--- src/rtl/tomasulo_pkg.sv ---
// Shared sizes and types for the Tomasulo register-status logic.
package tomasulo_pkg;
  localparam int NUM_REGS = 32;
  localparam int TAG_W    = 4;
  localparam int XLEN     = 32;

  typedef logic [TAG_W-1:0] tag_t;
  typedef logic [4:0]       reg_idx_t;

  // Tag 0 means "value lives in the register file".
  localparam tag_t TAG_NONE = '0;
endpackage

--- src/rtl/qi_lookup.sv ---
// Per-source operand lookup: reports whether the source waits on a
// producer, which tag, or whether that producer broadcasts right now.
module qi_lookup
  import tomasulo_pkg::*;
(
  input  tag_t i_qi,
  input  logic i_cdb_valid,
  input  tag_t i_cdb_tag,
  output logic o_busy,
  output tag_t o_tag,
  output logic o_hit
);
  logic w_has_prod;

  // A CDB hit turns a waiting operand into a bypassed one this cycle.
  always_comb begin
    w_has_prod = (i_qi != TAG_NONE);
    o_hit      = i_cdb_valid && w_has_prod && (i_qi == i_cdb_tag);
    o_busy     = w_has_prod && !o_hit;
    o_tag      = o_busy ? i_qi : TAG_NONE;
  end
endmodule

--- src/rtl/register_status_table.sv ---
// Register-status (Qi) table: renames destinations at issue, snoops the
// CDB and drives the register-file write port with the committed result.
module register_status_table
  import tomasulo_pkg::*;
(
  input  logic             clk,
  input  logic             rst_n,
  input  logic             issue_valid,
  input  reg_idx_t         issue_rs1,
  input  reg_idx_t         issue_rs2,
  input  reg_idx_t         issue_rd,
  input  logic             issue_rd_en,
  input  tag_t             issue_tag,
  output logic             rs1_busy,
  output tag_t             rs1_tag,
  output logic             rs1_cdb_hit,
  output logic             rs2_busy,
  output tag_t             rs2_tag,
  output logic             rs2_cdb_hit,
  input  logic             cdb_valid,
  input  tag_t             cdb_tag,
  input  logic [XLEN-1:0]  cdb_data,
  input  logic             flush,
  output logic             rf_we,
  output reg_idx_t         rf_waddr,
  output logic [XLEN-1:0]  rf_wdata,
  output logic [5:0]       busy_count
);
  tag_t [NUM_REGS-1:0] r_qi;
  tag_t [NUM_REGS-1:0] w_qi_nxt;
  logic [NUM_REGS-1:0] w_match;
  reg_idx_t            w_wb_idx;
  logic                w_wb_en;
  logic [5:0]          w_busy_cnt;

  // Lookups see the pre-update table so rs==rd reads the old producer.
  qi_lookup u_rs1 (
    .i_qi        (r_qi[issue_rs1]),
    .i_cdb_valid (cdb_valid),
    .i_cdb_tag   (cdb_tag),
    .o_busy      (rs1_busy),
    .o_tag       (rs1_tag),
    .o_hit       (rs1_cdb_hit)
  );

  qi_lookup u_rs2 (
    .i_qi        (r_qi[issue_rs2]),
    .i_cdb_valid (cdb_valid),
    .i_cdb_tag   (cdb_tag),
    .o_busy      (rs2_busy),
    .o_tag       (rs2_tag),
    .o_hit       (rs2_cdb_hit)
  );

  // Entries waiting on the broadcasting tag; x0 never renames.
  always_comb begin
    w_match = '0;
    for (int i = 1; i < NUM_REGS; i++)
      w_match[i] = cdb_valid && (cdb_tag != TAG_NONE) && (r_qi[i] == cdb_tag);
  end

  // Lowest matching index wins the write port (multi-match is illegal anyway).
  always_comb begin
    w_wb_idx = '0;
    for (int i = NUM_REGS - 1; i >= 1; i--)
      if (w_match[i]) w_wb_idx = reg_idx_t'(i);
    w_wb_en = (|w_match) && !flush;
  end

  // Next table: clear on writeback, issue overrides, flush overrides all.
  always_comb begin
    w_qi_nxt = r_qi;
    for (int i = 1; i < NUM_REGS; i++)
      if (w_match[i]) w_qi_nxt[i] = TAG_NONE;
    if (issue_valid && issue_rd_en && (issue_rd != '0))
      w_qi_nxt[issue_rd] = issue_tag;
    if (flush) w_qi_nxt = '0;
    w_qi_nxt[0] = TAG_NONE;
  end

  // Occupancy of the next-state table.
  always_comb begin
    w_busy_cnt = '0;
    for (int i = 1; i < NUM_REGS; i++)
      if (w_qi_nxt[i] != TAG_NONE) w_busy_cnt = w_busy_cnt + 6'd1;
  end

  // Table, write port and counter registers; waddr/wdata hold when idle.
  always_ff @(posedge clk or negedge rst_n) begin
    if (!rst_n) begin
      r_qi       <= '0;
      rf_we      <= 1'b0;
      rf_waddr   <= '0;
      rf_wdata   <= '0;
      busy_count <= '0;
    end else begin
      r_qi       <= w_qi_nxt;
      rf_we      <= w_wb_en;
      busy_count <= w_busy_cnt;
      if (w_wb_en) begin
        rf_waddr <= w_wb_idx;
        rf_wdata <= cdb_data;
      end
    end
  end
endmodule

--- config.mk ---
export PLATFORM = sky130hd
export DESIGN_NAME = register_status_table
export DESIGN_NICKNAME = d
export VERILOG_FILES = /design/src/rtl/tomasulo_pkg.sv /design/src/rtl/qi_lookup.sv /design/src/rtl/register_status_table.sv
export SDC_FILE = /design/constraint.sdc
export NUM_CORES = 1
export LEC_CHECK = 0
export BUFFER_PORTS_ARGS = -buffer_cell sky130_fd_sc_hd__clkbuf_2
export CORE_UTILIZATION = 55
export DETAILED_ROUTE_END_ITERATION = 10
export PLACE_DENSITY = 0.74
export RECOVER_POWER = 50
export SLEW_MARGIN = 20
export SYNTH_ARGS = -nofsm -noshare
export SYNTH_HDL_FRONTEND = slang
export SYNTH_SLANG_ARGS = --single-unit
--- constraint.sdc ---
create_clock -name clk -period 29.8 [get_ports clk]
set_input_delay 5.96 -clock clk [delete_from_list [all_inputs] [get_ports clk]]
set_output_delay 5.96 -clock clk [all_outputs]
set_load 0.1 [all_outputs]
# [Word-level counts from Yosys, hierarchy flattened]
# Cells that the tools add are included.
[word_totals] regBits=168 latchBits=0 ramBits=0 romBits=0 in_bits=61 out_inout_bits=56 wordCells=287 memories=0
[op_classes] n_addsub=30 multipliers=0 div_mod_pow=0 order_cmp=4 n_eq_ne=33 n_shift=0 muxes=104 bitwise=0 reduce_logical=81
[op_table] operator="2-to-1 mux 128 bit" n=2
[op_table] operator="adder 6 x 1 -> 6 bit, second input constant" n=30
[op_table] operator="2-to-1 mux 6 bit" n=30
[op_table] operator="2-to-1 mux 5 bit" n=31
[op_table] operator="2-to-1 mux 4 bit" n=36
[op_table] operator="nonzero test 4 bit" n=34
[op_table] operator="== test 4 bit" n=33
[op_table] operator="bitwise mux 128 bit" n=1
[op_table] operator="logical AND 1 bit" n=42
[op_table] operator="binary-select mux 4 bit (select 5 bit)" n=2
[op_table] operator="OR reduction 31 bit" n=1
[op_table] operator="demux 4 bit (select 5 bit)" n=1
[op_table] operator="< comparator 5 x 6 -> 1 bit, second input constant" n=3
[op_table] operator=">= comparator 5 x 1 -> 1 bit, second input constant" n=1
[op_table] operator="nonzero test 5 bit" n=1
[op_table] operator="zero test 1 bit" n=3
[op_table] operator="2-to-1 mux 1 bit" n=1

# [Logic depth before layout (Yosys ltp)]
# Gate-level depths: netlist of the first run.
[depth] ltp_word=69 mapped_depth=105

# [Cells and area by module]
# A second synthesis of the first run with hierarchy kept.
[hier_totals] hier_cells=1752 hier_area_um2=15761.4
[modules_own_cells] mod="register_status_table" n_inst=1 cells_each=1716 area_each_um2=15516.1
[modules_own_cells] mod="qi_lookup" n_inst=2 cells_each=18 area_each_um2=122.6

# [Least setup slack after synthesis of the first run]
# Ideal clock, no wire load.
[synth_path] path_kind="input-to-reg" from="input port flush" to="register busy_count[5]" setup_time_ns=0.125 t_arrival_ns=25.869 required_ns=29.675 path_slack_ns=3.806 stages=102 n_path_buf=9 path_cell_list="clkbuf_1 clkbuf_1 clkbuf_1 clkbuf_1 buf_1 buf_1 buf_1 clkbuf_1 clkbuf_1 a21oi_1 nor4_1 ha_1 o21ai_0 nand2_1 ha_1 nand3_1 o21ai_0 ha_1 (+66 left out) mux2_2 ha_1 mux2_2 ha_1 nand2_1 nand2b_1 ha_1 o22a_1 ha_1 inv_1 or3_1 or2_0 mux2_2 nor2_1 o21ai_0 nand2_1 mux2i_1 xnor2_1"
[synth_rtl] element="start: declaration" line="register_status_table.sv:23" text="input logic flush,"
[synth_rtl] element="end signal: assignment" line="register_status_table.sv:99" text="busy_count <= w_busy_cnt;"
[synth_rtl] element="end: declaration" line="register_status_table.sv:27" text="output logic [5:0] busy_count"

==> results.tsv, run 1 <==
stage	metric	value	unit
sta	slew_violations	171	
power_and_ir_drop	ir_drop	0.04361	mV
sta	final.setup.tns	0	ns
clocking	clock_latency	0.45	ns
global_routing	grt_pass1_wl	76380	um
outcome	violations	capacitance limit, slew limit	
layout	mostFrequentLayoutCell	nand2_1	
drt	wl	48190	um
die	die_y	170.8	um
clocking	clock-sinks	168	
synth	synth-compound-area-share	13.31	%
clocking	ctsHoldBuffers	0	
sta	clock_skew	0.01135	ns
setup_path	crit_path_start_kind	input pin	
clocking	postCtsSetupBuffers	0	
die	core-area	27930	um^2
global_routing	grt_remaining_overflow	0	
global_routing	grt_antenna_before_repair	0	
clocking	cts_buffers	17	
synth	yosys_warnings	0	
clocking	root_buffer	clkbuf_16	
sta	min_period	26.59	ns
power_and_ir_drop	power_density	43.35	nW/um^2
clocking	clk_pin_slew	0.07	ns
die	die-width	170.8	um
global_routing	grt_util_all_layers	33.84	%
clocking	cts_resized	0	
power_and_ir_drop	p_switching	0.3177	mW
synth	yosysTopAreaCell	dfrtp_1	
synth	yosys-mux-area-fraction	15.80	%
place	portBuffers	116	
synth	ys_ff_latch	168	
synth	synth_enable_flop_cells	0	
sta	timing.final.crit_share	89.24	%
drt	drcViolationCount	0	
power_and_ir_drop	seqPwrFrac	34.3	%
synth	synth_top_family_by_area	simple AND/OR/NAND/NOR gates	
die	row_count	61	
sta	hold_viol	0	
drt	drt-initial-drc-count	1721	
power_and_ir_drop	switching_share	43.06	%
clocking	htreeDepth	4	
synth	syn-num-nets	1826	
synth	synthFlopType	dfrtp_1	
synth	syn_inst	1735	
setup_path	cp.arrival	26.90	ns
power_and_ir_drop	p_int	0.4200	mW
setup_path	critPathKind	in -> reg	
power_and_ir_drop	p_leak	7.262	nW
drt	postRouteAntennaNets	0	
setup_path	cpPeakStageDelay	0.79	ns
sta	setup-violations-final	0	
clocking	cts_tree	built	
synth	synth.avg_cell_area	9.032	um^2
die	io_pins	117	
layout	layout.nets	1886	
synth	syn_area	15670	um^2
synth	synth_async_sr_flop_share	100.0	%
outcome	run_status	finished with violations	
die	initial_core_util	56.10	%
global_routing	grt_pass1_vias	14230	
setup_path	worst-path-max-fanout	29	
layout	final_cell_mix	nand2_1 (187), nor2_1 (172), dfrtp_1 (168)	
setup_path	cpMostUsedCell	ha_1	
layout	area_delta_synth_final	8.591	%
power_and_ir_drop	clockPowerShare	30.1	%
drt	viasPerCell	6.636	
drt	num_vias	14510	
synth	synthAdderAreaFrac	2.523	%
drt	first_pass_iters	5	
setup_path	critPathSlowestCell	nor4_1	
place	hpwlAfterDp	34510	um
sta	rsz0062_at_grt	no	
power_and_ir_drop	p_comb_share	35.6	%
sta	max_clock_freq	37.61	MHz
synth	yosys-top-cells-area	dfrtp_1 (27%), mux4_2 (10%), xnor2_1 (6.4%)	
sta	worst_pin_slew	4.766	ns
die	dieArea	29170	um^2
sta	whs	0.4900	ns
setup_path	cp-end-kind	flip-flop	
synth	synthDistinctLibCells	99	
min_path	hp-class	reg -> reg	
global_routing	grt_max_degree	87	
setup_path	critPathRequiredTime	30.11	ns
layout	drive_gt1_share	17.15	%
sta	relSlewSlack	-217.8	%
run	max_cap_viol_count	2	
layout	diodes	0	
drt	wl_per_cell	22.05	um
synth	yosysTopAreaCellShare	26.83	%
synth	yosys.area_share.simple	21.16	%
synth	ys_seq_area_share	26.83	%
clocking	clockBufferDepth	2	
place	globalplace.congestion	0.9627	
synth	yosys.area_share.xor_xnor	16.90	%
==> stage by stage <==
stage / setup WS [ns] / util, % / instances / power [mW] / instance area [um^2]
floorplan: 3.806 / - / 1735 / 0.4677 / 15670
global placement: 3.649 / 59.05 / 2154 / 0.5160 / 16490
detailed placement: 2.974 / 59.05 / 2154 / 0.5213 / 16490
CTS: 3.387 / 61.08 / 2186 / 0.7401 / 17060
global route: 1.849 / 60.92 / 2186 / 0.7611 / 17020
finish: 3.208 / 60.92 / 2186 / 0.7376 / 17020
==> worst max-delay path, delay by kind of cell <==
kind | cells | cell delay, ns
AO/OA/AOI/OAI | 26 | 4.66
XOR/XNOR | 1 | 0.15
adder cells (fa/ha/maj) | 28 | 8.58
buffers and inverters | 9 | 1.18
multiplexers | 9 | 2.14
AND/OR/NAND/NOR | 27 | 4.19
==> final cells by class <==
| class | count | area, um^2 |
|---|---|---|
| Inverter | 39 | 146.4 |
| Clock buffer | 18 | 429.2 |
| Clock inverter | 14 | 138.9 |
| Tap cell | 378 | 473.0 |
| Timing Repair Buffer | 135 | 685.7 |
| Fill cell | 2445 | 10920 |
| Multi-Input combinational cell | 1434 | 10940 |
| Sequential cell | 168 | 4204 |
==> power groups by stage <==
| stage | clock, mW | combinational [mW] | sequential [mW] |
|---|---|---|---|
| 4_1_cts | 0.223 | 0.264 | 0.253 |
| 3_5_place_dp | 0 | 0.264 | 0.258 |
| 3_3_place_gp | 0 | 0.260 | 0.256 |
| 5_1_grt | 0.231 | 0.275 | 0.255 |
| 6_report | 0.222 | 0.262 | 0.253 |
| 2_1_floorplan | 0 | 0.0937 | 0.374 |
==> per-layer routing <==
layer / track usage, % / up-vias / share of wire (%)
met5: 0 / - / 0
met4: 17.94 / 0 / 4.9
met3: 6.847 / 192 / 9.0
met2: 54.96 / 889 / 47
met1: 42.53 / 6993 / 39
li1: - / 6432 / -
==> Yosys cell counts, types with 22 or more instances <==
cell	n
nor2_1	173
and3_1	33
xor2_1	102
ha_1	30
clkbuf_1	50
mux2_2	55
o21ai_0	31
a21oi_1	143
mux2i_1	22
nand3_1	113
nand2_1	187
xnor2_1	115
nor3_1	42
mux4_2	72
buf_1	25
inv_1	38
dfrtp_1	168
==> flip-flops by register name, summed over array words and instances, names as in the netlist <==
name	flops
rf_waddr	5
rf_wdata	32
busy_count	6
rf_we	1
r_qi	124
==> kinds of logic after synthesis <==
logic type               after synthesis
AO/OA/AOI/OAI                        319
buffers and inverters                133
adder cells (fa/ha/maj)               32
XOR/XNOR                             251
AND/OR/NAND/NOR                      682
multiplexers                         150
flip-flops                           168
==> worst paths after layout <==
kind / slack [ns] / depth (start not counted) / startpoint / end
worst max-delay path: 3.21 / 100 / cdb_tag[2] / busy_count[5]
worst min-delay path: 0.49 / 2 / rf_waddr[1] / rf_waddr[1]
worst max register to register: 9.04 / 98 / r_qi[7] / busy_count[5]
worst min register to register: 0.49 / 2 / rf_waddr[1] / rf_waddr[1]
max in group asynchronous: 16.73 / 2 / rst_n / r_qi[19]
min in group asynchronous: 7.22 / 1 / rst_n / busy_count[1]
Note: power is estimated with default switching activity, not from simulation.
==> run 2, diff against run 1 <==
- HOLD_SLACK_MARGIN: default -> 0.12
- PLACE_DENSITY: 0.74 -> 0.83
==> results.tsv, run 2 (same netlist as run 1, synthesis figures left out) <==
stage	metric	value	unit
outcome	run_status	finished with violations	
outcome	violations	capacitance limit, slew limit	
layout	largest_reg_flops	124	
clocking	cts_tree	built	
sta	worst_pin_slew	5.776	ns
layout	final_cells	2184	
layout	mostFrequentLayoutCell	nand2_1	
layout	post-route-util	60.94	%
setup_path	critPathRequiredTime	30.13	ns
clocking	cts_resized	0	
setup_path	crit_path_start_kind	input pin	
sta	setup-violations-final	0	
drt	drcViolationCount	0	
power_and_ir_drop	p_leak	7.223	nW
sta	hold_viol	0	
place	dpl_worst_slack	2.589	ns
clocking	clk_pin_slew	0.07	ns
sta	whs	0.4918	ns
drt	num_vias	14870	
layout	final_cell_mix	nand2_1 (187), nor2_1 (172), dfrtp_1 (168)	
setup_path	worst-path-max-fanout	35	
place	place_area	16480	um^2
layout	diodes	0	
sta	timing.final.crit_share	90.78	%
sta	rsz0062_at_grt	no	
clocking	clock-sinks	168	
global_routing	grt_pass1_wl	76400	um
run	max_cap_viol_count	2	
die	initial_core_util	56.10	%
place	hpwlAfterDp	33750	um
sta	max_clock_freq	36.96	MHz
drt	drt-initial-drc-count	1999	
clocking	cts_buffers	17	
power_and_ir_drop	finalPower	0.7450	mW
layout	reg_top3	r_qi x124, rf_wdata x32, busy_count x6	
die	core-area	27930	um^2
drt	wl_per_cell	22.25	um
global_routing	grt_remaining_overflow	0	
clocking	root_buffer	clkbuf_16	
die	die_y	170.8	um
layout	layout.nets	1884	
clocking	htreeDepth	4	
die	io_pins	117	
power_and_ir_drop	ir_drop	0.05070	mV
layout	top_register	r_qi	
clocking	clock_latency	0.46	ns
sta	final.setup.tns	0	ns
setup_path	cp.arrival	27.39	ns
die	dieArea	29170	um^2
global_routing	grt_util_all_layers	33.79	%
power_and_ir_drop	power_density	43.76	nW/um^2
setup_path	cpPeakStageDelay	0.61	ns
setup_path	cp-end-kind	flip-flop	
min_path	hp-class	reg -> reg	
drt	viasPerCell	6.807	
global_routing	grt_pass1_vias	14550	
place	dpl.cell_count	2152	
layout	final_area	17020	um^2
clocking	ctsHoldBuffers	0	
layout	area_delta_synth_final	8.639	%
clocking	postCtsSetupBuffers	0	
die	die-width	170.8	um
sta	min_period	27.05	ns
global_routing	grt_antenna_before_repair	0	
drt	wl	48600	um
sta	worst_slack	2.747	ns
sta	slew_violations	171	
layout	drive_gt1_share	16.28	%
sta	relSlewSlack	-285.1	%
place	portBuffers	116	
setup_path	critPathKind	in -> reg	
place	globalplace.congestion	1.005	
setup_path	critPathSlowestCell	or4_1	
drt	first_pass_iters	7	
die	row_count	61	
clocking	clockBufferDepth	2	
drt	postRouteAntennaNets	0	
sta	clock_skew	0.02268	ns
global_routing	grt_max_degree	108	
setup_path	cpMostUsedCell	ha_1	
run 2: cell types whose count changed in the layout (fill, tap and decap cells not counted), sizes merged:
cell and delta:
bufinv +1, buf -2, inv -5, clkbuf +2, clkinv +3, clkinvlp -1
run 2: routing by layer:
layer	global-route usage [%]	routed length, um	up-vias
li1	-	-	6416
met4	18.84	2900	0
met1	40.45	16770	7017
met2	56.08	23100	1140
met3	7.842	5830	294
met5	0	0	-
run 2: power breakdown:
group	total (mW)	switching [mW]	internal, mW
clock	0.230	0.101	0.129
sequential	0.253	0.00877	0.244
combinational	0.262	0.206	0.0564
total	0.745	0.315	0.430
run 2: final timing paths:
check,from,cells after the start,slack [ns],to
hold reg to reg,rf_waddr[2],2,0.49,rf_waddr[2]
max in group asynchronous,rst_n,2,17.23,r_qi[31]
setup / recovery,cdb_tag[0],103,2.75,busy_count[5]
min in group asynchronous,rst_n,1,7.62,busy_count[1]
hold / removal,rf_waddr[2],2,0.49,rf_waddr[2]
setup reg to reg,r_qi[7],98,8.88,busy_count[5]
run 2: critical path, delay by kind of cell:
kind / cells / cell delay [ns]
AOI/OAI and AO/OA: 26 / 4.91
buffers and inverters: 11 / 1.44
and+or+nand+nor: 28 / 4.27
muxes: 9 / 2.13
xor gates and xnor gates: 1 / 0.15
adders and majority gates: 28 / 8.48
run 2: area by class of cell:
class / count / area [um^2]
Clock buffer: 20 / 456.7
Inverter: 39 / 146.4
Timing Repair Buffer: 133 / 650.6
Tap cell: 378 / 473.0
Sequential cell: 168 / 4204
Fill cell: 2346 / 10910
Clock inverter: 12 / 141.4
Multi-Input combinational cell: 1434 / 10950
==> run 3, diff against run 2 <==
- ABC_AREA: default -> 1
==> results.tsv, run 3 <==
stage	metric	value	unit
outcome	run_status	finished with violations	
setup_path	critPathKind	in -> reg	
clocking	clock_latency	0.45	ns
power_and_ir_drop	seqPwrFrac	31.3	%
drt	wl_per_cell	17.59	um
sta	worst_slack	4.795	ns
global_routing	grt_pass1_wl	85530	um
setup_path	r2r_slack	13.19	ns
die	row_count	62	
layout	layout.nets	2745	
sta	worst_pin_slew	5.051	ns
clocking	clock-sinks	168	
global_routing	grt_util_all_layers	35.39	%
min_path	min_path_cells	2	
setup_path	timing.rr.start	r_qi[7]	
min_path	min_to	rf_wdata[24]	
power_and_ir_drop	clockPowerShare	30.7	%
place	dpl_worst_slack	7.053	ns
synth	synth_async_sr_flop_share	100.0	%
layout	diodes	0	
synth	ys_seq_area_share	26.02	%
clocking	ctsHoldBuffers	0	
sta	slew_violations	235	
layout	reg_top3	r_qi x124, rf_wdata x32, busy_count x6	
setup_path	crit_path_start_kind	input pin	
drt	num_vias	17930	
drt	wl	53670	um
sta	relSlewSlack	-236.8	%
setup_path	timing.critical_path.buf_inv	10	
die	die_y	173.4	um
setup_path	cp.arrival	25.34	ns
clocking	clk_pin_slew	0.07	ns
synth	synthFlopType	dfrtp_1	
synth	yosys-top-cells-area	dfrtp_1 (26%), nand2_1 (16%), inv_1 (8.4%)	
layout	final_area	17510	um^2
synth	synth.most_common_cell	nand2_1	
setup_path	cpPeakStageDelay	2.04	ns
sta	final.setup.tns	0	ns
power_and_ir_drop	p_int	0.4432	mW
sta	whs	0.4801	ns
layout	post-route-util	60.85	%
synth	syn_inst	2597	
layout	final_cell_mix	nand2_1 (671), inv_1 (360), nand3_1 (250)	
drt	first_pass_iters	6	
layout	largest_reg_flops	124	
setup_path	cpMostUsedCell	nand2_1	
synth	synth.avg_cell_area	6.220	um^2
die	core-area	28780	um^2
drt	postRouteAntennaNets	0	
die	dieArea	30060	um^2
layout	top_register	r_qi	
place	dpl.cell_count	3019	
place	globalplace.congestion	1.002	
global_routing	grt_max_degree	97	
die	die-width	173.4	um
setup_path	cp-end-kind	flip-flop	
sta	timing.final.crit_share	83.91	%
layout	area_delta_synth_final	8.411	%
synth	syn_area	16150	um^2
clocking	cts_resized	0	
power_and_ir_drop	p_comb_share	38.0	%
clocking	cts_buffers	17	
sta	hold_viol	0	
setup_path	reg2regPathDepth	101	
die	initial_core_util	56.13	%
power_and_ir_drop	ir_drop	0.04101	mV
drt	viasPerCell	5.877	
setup_path	critPathRequiredTime	30.14	ns
synth	synthDistinctLibCells	51	
run	max_cap_viol_count	4	
setup_path	crit_family	adder cells	
sta	clock_skew	0.01226	ns
setup_path	rr_endpoint	busy_count[4]	
synth	synth_enable_flop_cells	0	
synth	yosys_warnings	0	
power_and_ir_drop	switching_share	45.13	%
setup_path	worst-path-max-fanout	36	
setup_path	critPathSlowestCell	clkbuf_1	
clocking	clockBufferDepth	2	
die	io_pins	117	
place	place_area	16950	um^2
global_routing	grt_remaining_overflow	0	
power_and_ir_drop	p_leak	9.820	nW
clocking	htreeDepth	4	
sta	setup-violations-final	0	
sta	rsz0062_at_grt	no	
synth	syn-num-nets	2688	
min_path	hp-class	reg -> reg	
synth	ys_ff_latch	168	
sta	min_period	25.01	ns
power_and_ir_drop	finalPower	0.8077	mW
global_routing	grt_antenna_before_repair	0	
layout	fillCellCount	2716	
synth	ys_top_cells_by_count	nand2_1 (671), inv_1 (360), nand3_1 (250), a21oi_1 (199), nor2_1 (191)	
clocking	root_buffer	clkbuf_16	
power_and_ir_drop	p_switching	0.3645	mW
drt	drt-initial-drc-count	2095	
layout	mostFrequentLayoutCell	nand2_1	
sta	max_clock_freq	39.99	MHz
drt	drcViolationCount	0	
synth	yosysTopAreaCellShare	26.02	%
clocking	postCtsSetupBuffers	0	
place	portBuffers	116	
power_and_ir_drop	power_density	46.12	nW/um^2
global_routing	grt_pass1_vias	16580	
synth	yosysTopAreaCell	dfrtp_1	
clocking	cts_tree	built	
layout	final_cells	3051	
outcome	violations	capacitance limit, slew limit	
place	hpwlAfterDp	39090	um
min_path	hold_start	rf_wdata[24]	
layout	drive_gt1_share	10.31	%
[run 3: final cells by class]
cell class / count / area, um^2 / area share, %
clock buffer: 18 / 429.2 / 2.451
clock inverter: 14 / 207.7 / 1.186
inverter: 381 / 1430 / 8.166
multi-input combinational: 1951 / 10110 / 57.71
sequential: 168 / 4204 / 24.01
tap: 384 / 480.5 / 2.743
timing repair buffer: 135 / 655.6 / 3.744
[run 3: metal layers]
| layer | GRT usage (%) | vias up | routed length (um) |
|---|---|---|---|
| li1 | - | 8577 | - |
| met1 | 45.66 | 8121 | 21620 |
| met2 | 58.00 | 1050 | 23860 |
| met3 | 6.667 | 183 | 5775 |
| met4 | 14.93 | 0 | 2419 |
| met5 | 0 | - | 0 |
[run 3: worst max-delay path by stage]
stage | start | endpoint | slack (ns) | cells past startpoint
after floorplan | flush | busy_count[4] | 7.66 | 104
after global placement | cdb_tag[3] | busy_count[4] | 7.66 | 104
after detailed placement | cdb_tag[3] | busy_count[4] | 7.05 | 104
after CTS | cdb_tag[3] | busy_count[4] | 7.50 | 104
after global routing | cdb_tag[3] | busy_count[4] | 3.62 | 104
final | cdb_tag[3] | busy_count[4] | 4.79 | 104
[run 3: worst register-to-register path, delay by kind of cell (launching register included)]
kind                       cells  cell delay [ns]
and+or+nand+nor               59             6.32
buffers and inverters          7             0.41
adders and majority gates     29             8.55
AOI/OAI and AO/OA              4             0.46
DFF                            1             0.45
xor gates and xnor gates       2             0.31
[run 3: cell families after synthesis]
family                     Yosys count  synth area share (%)
and+or+nand+nor                   1314                 37.35
adders and majority gates           30                 2.324
AOI/OAI and AO/OA                  518                 18.06
xor gates and xnor gates            89                 4.825
DFF                                168                 26.02
buffers and inverters              478                 11.42
[run 3: power groups by stage]
stage               combinational (mW)  clock [mW]  sequential [mW]
global route                     0.328       0.256            0.254
finish                           0.307       0.248            0.253
detailed placement               0.307           0            0.257
CTS                              0.308       0.248            0.252
global placement                 0.299           0            0.256
floorplan                        0.131           0            0.367
